<file path="src/rtl/vga_driver.sv">
`default_nettype none
// ============================================================================
// Module   : vga_driver
// Purpose  : VGA timing master. Generates the sync/enable pins and requests
//            pixels one cycle ahead of the active window.
//            Optional frame counter output enabled by `define VGA_FRAME_CNT_EN.
// Revision : 1.0 - initial release
// ============================================================================
module vga_driver #(
    parameter int H_SYNC  = 96,
    parameter int H_BACK  = 48,
    parameter int H_DISP  = 640,
    parameter int H_FRONT = 16,
    parameter int V_SYNC  = 2,
    parameter int V_BACK  = 33,
    parameter int V_DISP  = 480,
    parameter int V_FRONT = 10
) (
    input  logic        vga_clk,
    input  logic        vga_rst_n,
    input  logic [11:0] pixel_data,
    output logic [10:0] pixel_xpos,
    output logic [10:0] pixel_ypos,
    output logic [10:0] h_disp,
    output logic [10:0] v_disp,
    output logic        data_req,
    output logic        vga_hs,
    output logic        vga_vs,
    output logic        vga_de,
`ifdef VGA_FRAME_CNT_EN
    output logic [7:0]  frame_cnt,
`endif
    output logic [11:0] vga_rgb
);

    localparam int H_TOTAL  = H_SYNC + H_BACK + H_DISP + H_FRONT;
    localparam int V_TOTAL  = V_SYNC + V_BACK + V_DISP + V_FRONT;
    localparam int HS_START = H_SYNC + H_BACK;
    localparam int VS_START = V_SYNC + V_BACK;

    localparam logic [10:0] c_h_last   = 11'(H_TOTAL - 1);
    localparam logic [10:0] c_v_last   = 11'(V_TOTAL - 1);
    localparam logic [10:0] c_h_sync   = 11'(H_SYNC);
    localparam logic [10:0] c_v_sync   = 11'(V_SYNC);
    localparam logic [10:0] c_de_h_lo  = 11'(HS_START);
    localparam logic [10:0] c_de_h_hi  = 11'(HS_START + H_DISP);
    localparam logic [10:0] c_req_h_lo = 11'(HS_START - 1);
    localparam logic [10:0] c_req_h_hi = 11'(HS_START + H_DISP - 1);
    localparam logic [10:0] c_v_lo     = 11'(VS_START);
    localparam logic [10:0] c_v_hi     = 11'(VS_START + V_DISP);

    logic        r_run;
    logic [10:0] r_h_cnt;
    logic [10:0] r_v_cnt;

    logic        w_h_wrap;
    logic        w_v_wrap;
    logic [10:0] w_h_nxt;
    logic [10:0] w_v_nxt;
    logic        w_v_act;
    logic        w_de_nxt;
    logic        w_req_nxt;

    assign h_disp = 11'(H_DISP);
    assign v_disp = 11'(V_DISP);

    // Pins are registered from the next counter values so each pin lines up
    // with the counter value of the same cycle. The first clock after reset
    // holds the counters at 0 instead of advancing.
    always_comb begin
        w_h_wrap  = r_run && (r_h_cnt == c_h_last);
        w_v_wrap  = w_h_wrap && (r_v_cnt == c_v_last);
        w_h_nxt   = (!r_run || w_h_wrap) ? 11'd0 : r_h_cnt + 11'd1;
        w_v_nxt   = r_v_cnt;
        if (!r_run || w_v_wrap) begin
            w_v_nxt = 11'd0;
        end else if (w_h_wrap) begin
            w_v_nxt = r_v_cnt + 11'd1;
        end
        w_v_act   = (w_v_nxt >= c_v_lo) && (w_v_nxt < c_v_hi);
        w_de_nxt  = w_v_act && (w_h_nxt >= c_de_h_lo) && (w_h_nxt < c_de_h_hi);
        w_req_nxt = w_v_act && (w_h_nxt >= c_req_h_lo) && (w_h_nxt < c_req_h_hi);
    end

    always_ff @(posedge vga_clk or negedge vga_rst_n) begin
        if (!vga_rst_n) begin
            r_run      <= 1'b0;
            r_h_cnt    <= 11'd0;
            r_v_cnt    <= 11'd0;
            vga_hs     <= 1'b1;
            vga_vs     <= 1'b1;
            vga_de     <= 1'b0;
            data_req   <= 1'b0;
            vga_rgb    <= 12'd0;
            pixel_xpos <= 11'd0;
            pixel_ypos <= 11'd0;
        end else begin
            r_run      <= 1'b1;
            r_h_cnt    <= w_h_nxt;
            r_v_cnt    <= w_v_nxt;
            vga_hs     <= (w_h_nxt >= c_h_sync);
            vga_vs     <= (w_v_nxt >= c_v_sync);
            vga_de     <= w_de_nxt;
            data_req   <= w_req_nxt;
            // Blanking forces black regardless of what the generator returns.
            vga_rgb    <= w_de_nxt ? pixel_data : 12'd0;
            pixel_xpos <= w_req_nxt ? (w_h_nxt - c_req_h_lo) : 11'd0;
            pixel_ypos <= w_req_nxt ? (w_v_nxt - c_v_lo) : 11'd0;
        end
    end

`ifdef VGA_FRAME_CNT_EN
    always_ff @(posedge vga_clk or negedge vga_rst_n) begin
        if (!vga_rst_n) begin
            frame_cnt <= 8'd0;
        end else if (w_v_wrap) begin
            frame_cnt <= frame_cnt + 8'd1;
        end
    end
`endif

endmodule
`default_nettype wire

</file>
<file path="config.mk">
export PLATFORM = sky130hd
export DESIGN_NAME = vga_driver
export DESIGN_NICKNAME = d
export VERILOG_FILES = /design/src/rtl/vga_driver.sv
export SDC_FILE = /design/constraint.sdc
export NUM_CORES = 1
export LEC_CHECK = 0
export ABC_AREA = 1
export CAP_MARGIN = 20
export CORE_ASPECT_RATIO = 0.5
export CORE_MARGIN = 2
export CORE_UTILIZATION = 45
export DETAILED_ROUTE_END_ITERATION = 16
export GPL_TIMING_DRIVEN = 0
export PLACE_DENSITY_LB_ADDON = 0.05
export SLEW_MARGIN = 25
export SYNTH_ARGS = -nofsm -noshare
export SYNTH_HDL_FRONTEND = slang
export SYNTH_SLANG_ARGS = --single-unit
</file>
<file path="constraint.sdc">
create_clock -name vga_clk -period 3.1 [get_ports vga_clk]
set_input_delay 0.62 -clock vga_clk [delete_from_list [all_inputs] [get_ports vga_clk]]
set_output_delay 0.62 -clock vga_clk [all_outputs]
set_load 0.05 [all_outputs]
</file>
==> flow_metrics.py <==
metrics = {
    "setup_path": {
        "crit_fanout": 10,
        "start_kind": "register",
        "critPathArrivalTime_ns": 3.10,
        "end_kind": "register",
        "criticalPathCategory": "register to register",
        "required_ns": 3.36,
    },
    "timing": {
        "slew_violations": 0,
        "worstMarginPinSlew_ns": 0.535,
        "skew_ns": 0.00439,
        "slew_headroom_pct": 64.2,
        "setup_viol_count_final": 0,
        "fmax_mhz": 352,
        "setup_slack_ns": 0.258,
        "finalCritPeriodShare_pct": 91.7,
        "min_period_ns": 2.84,
        "final_hold_viol_count": 0,
        "tns_ns": 0,
    },
    "route": {
        "wl_um": 7640,
        "dr.pass1.iters": 4,
        "vias_per_cell": 4.37,
        "wire_per_inst_um": 11.6,
        "drcViolationCount": 0,
        "num_vias": 2885,
        "ant_nets": 0,
        "drtIter0Drc": 176,
    },
    "placed_design": {
        "place_congestion": 0.833,
        "dp_hpwl_um": 5900,
        "port_buffers": 51,
        "pre_cts_slack_ns": 0.0573,
    },
    "power": {
        "comb_power_share_pct": 7.3,
        "netSwitchingFraction_pct": 22.1,
        "peakVddDrop_v": 0.000271,
        "p_per_area_nw_per_um2": 436,
        "internal-power_uw": 1650,
        "leakagePower_uw": 0.00256,
        "pwr-share-clk_pct": 54.7,
        "p_switching_uw": 470,
        "power.total_uw": 2120,
        "pwr-share-seq_pct": 37.9,
    },
    "yosys": {
        "synth_ff_type": "dfrtp_1",
        "synthCells": 459,
        "synth_edf_count": 0,
        "ys_seq_elements": 61,
        "async_flop_share_pct": 100,
        "yosysSeqAreaShare_pct": 40.8,
        "avgSynthCellArea_um2": 8.16,
        "yosysTopAreaCellShare_pct": 39.4,
        "netlist_top_cells_area": "dfrtp_1 (39%), nand2_1 (11%), inv_1 (6.5%)",
        "synth.distinct_cells": 31,
        "synth_area_um2": 3750,
        "yosys_warnings": 0,
        "synth_largest_area_cell": "dfrtp_1",
    },
    "grt": {
        "grt_pass1_vias": 2598,
        "track_usage_pct": 18.1,
        "grt_overflow": 0,
        "grt_pass1_wl_um": 12500,
        "grt_max_degree": 37,
        "antenna_found_initial": 0,
    },
    "finish": {
        "n_fill_cell": 734,
        "multi_input_area_um2": 1820,
        "final_util_pct": 60.6,
        "insertedDiodeCount": 0,
        "seqCellArea_um2": 1530,
        "syn_to_final_growth_pct": 29.9,
        "nets": 564,
        "drive_above_1_share_pct": 21.0,
    },
    "die": {
        "die_w_um": 133,
        "rows": 23,
        "dieArea_um2": 9110,
        "start_util_pct": 46.7,
        "die_y_um": 68.5,
        "fp.coreArea_um2": 8030,
        "io_pins": 74,
    },
    "min_path": {
        "min_path_type": "input port to asynchronous set/reset pin",
    },
    "cts": {
        "cts.sinks": 61,
        "clkLatencyLatePin_ns": 0.33,
        "cts_buffer_depth": 2,
        "clk_pin_slew_ns": 0.05,
        "cts_inserted_buffers": 9,
        "cts_tree": "done",
        "cts_max_level": 3,
        "cts_root_buffer": "clkbuf_16",
    },
    "run_status": {
        "status": "finished, final reports clean",
    },
    "job": {
        "max_cap_viol_count": 0,
    },
}
stage by stage:
| step | hold WS (ns) | area, um2 | cells |
|---|---|---|---|
| after floorplan | 0.324 | 3820 | 480 |
| final | 0.202 | 4870 | 660 |
| after detailed placement | 0.562 | 4490 | 644 |
| after global routing | 0.223 | 4870 | 660 |
| after global placement | 0.652 | 4480 | 643 |
| after CTS | 0.206 | 4840 | 660 |
power groups by stage:
stage / combinational, uW / sequential (uW) / clock, uW
2_1_floorplan: 112 / 817 / 0
3_3_place_gp: 151 / 818 / 0
3_5_place_dp: 155 / 818 / 0
4_1_cts: 155 / 804 / 1190
5_1_grt: 170 / 805 / 1230
6_report: 156 / 805 / 1160
final cells by class:
cell class | count | area share [%]
plain buffers | 28 | 4.89
flip-flops and latches | 61 | 31.4
inverters | 69 | 5.32
clock inverters | 6 | 2.26
well taps | 112 | 2.88
repair buffers | 52 | 10.9
clock buffers | 10 | 4.91
multi-input cells | 322 | 37.5
cell usage in the layout, fill, tap and decap left out, types with 2 or more instances in the layout:
cell type	synthesis	final
o21ai_0	2	2
buf_6	2	2
xor2_1	17	17
nand4_1	13	13
dfstp_2	2	2
buf_2	2	2
inv_1	65	64
nand3_2	4	5
clkbuf_16	0	9
inv_2	4	5
conb_1	2	23
ha_1	7	6
nand3_1	29	28
nand2_1	110	110
nor3_1	3	3
clkdlybuf4s50_1	0	50
buf_4	22	23
nand2_2	7	7
nor2_4	20	20
nor2_2	16	17
dfrtp_1	59	59
nand3_4	4	4
bufinv_16	0	3
clkinvlp_4	0	2
nand2_4	4	4
a21oi_1	3	2
buf_12	2	3
nor2_1	53	52
metal layers:
layer  wire [um]  vias to the layer above  GRT usage [%]
met5           0                        -              0
met4          58                        0           7.12
met3         734                        4           8.63
met2        3320                       99           28.2
met1        3530                     1257           22.0
li1            -                     1525              -
path summary, 6_finish.rpt:
path	from	endpoint	slack, ns	depth (start not counted)
setup / recovery	r_h_cnt[0]	pixel_xpos[6]	0.26	18
hold / removal	vga_rst_n	r_v_cnt[7]	0.20	1
setup reg to reg	r_h_cnt[0]	pixel_xpos[6]	0.26	18
hold reg to reg	r_v_cnt[1]	r_v_cnt[1]	0.65	2
max in group asynchronous	vga_rst_n	vga_vs	2.33	2
min in group vga_clk	r_v_cnt[1]	r_v_cnt[1]	0.65	2
kinds of logic after synthesis:
kind of cell | after synthesis | share of synthesized area [%]
other cells | 2 | 0.200
flops | 61 | 40.8
compound gates | 9 | 1.67
buf+inv | 97 | 13.3
fa+ha+maj | 7 | 2.34
xor+xnor | 18 | 4.21
simple gates | 265 | 37.5
Yosys cell counts (2+ instances only):
| library cell | instances |
|---|---|
| xor2_1 | 17 |
| nand3_4 | 4 |
| nand3_2 | 4 |
| buf_2 | 2 |
| a21oi_1 | 3 |
| nor2_4 | 20 |
| inv_2 | 4 |
| nand2_1 | 110 |
| buf_12 | 2 |
| nand3_1 | 29 |
| nand2_2 | 7 |
| nand2_4 | 4 |
| buf_4 | 22 |
| nor2_1 | 53 |
| conb_1 | 2 |
| inv_1 | 65 |
| ha_1 | 7 |
| nor3_1 | 3 |
| dfrtp_1 | 59 |
| nand4_1 | 13 |
| nor2_2 | 16 |
| o21ai_0 | 2 |
| buf_6 | 2 |
| dfstp_2 | 2 |
sequential cells by signal (all words and copies together), names as in the netlist:
register	flops
data_req	1
pixel_xpos	11
pixel_ypos	11
r_h_cnt	11
r_run	1
r_v_cnt	11
vga_de	1
vga_hs	1
vga_rgb	12
vga_vs	1
what timing repair did:
item                       in CTS  in global routing
hold buffers                    0                  0
setup endpoints to repair       0                 33
buffers inserted                0                  0
gates resized for setup         0                  6
critical path, stage by stage (launching register included):
cell	delay, ns
dfrtp_1	0.46
ha_4	0.22
nand2_2	0.13
nor2_8	0.06
nand3_4	0.12
nand2_4	0.11
inv_2	0.13
nand2_1	0.10
inv_2	0.10
ha_1	0.19
nand4_1	0.14
nor2_2	0.19
nand3_2	0.12
nand4_1	0.11
nand2_1	0.08
inv_1	0.10
nand3_4	0.12
buf_12	0.19
nor2_4	0.08
No activity file was read; power rests on OpenSTA's default activity.
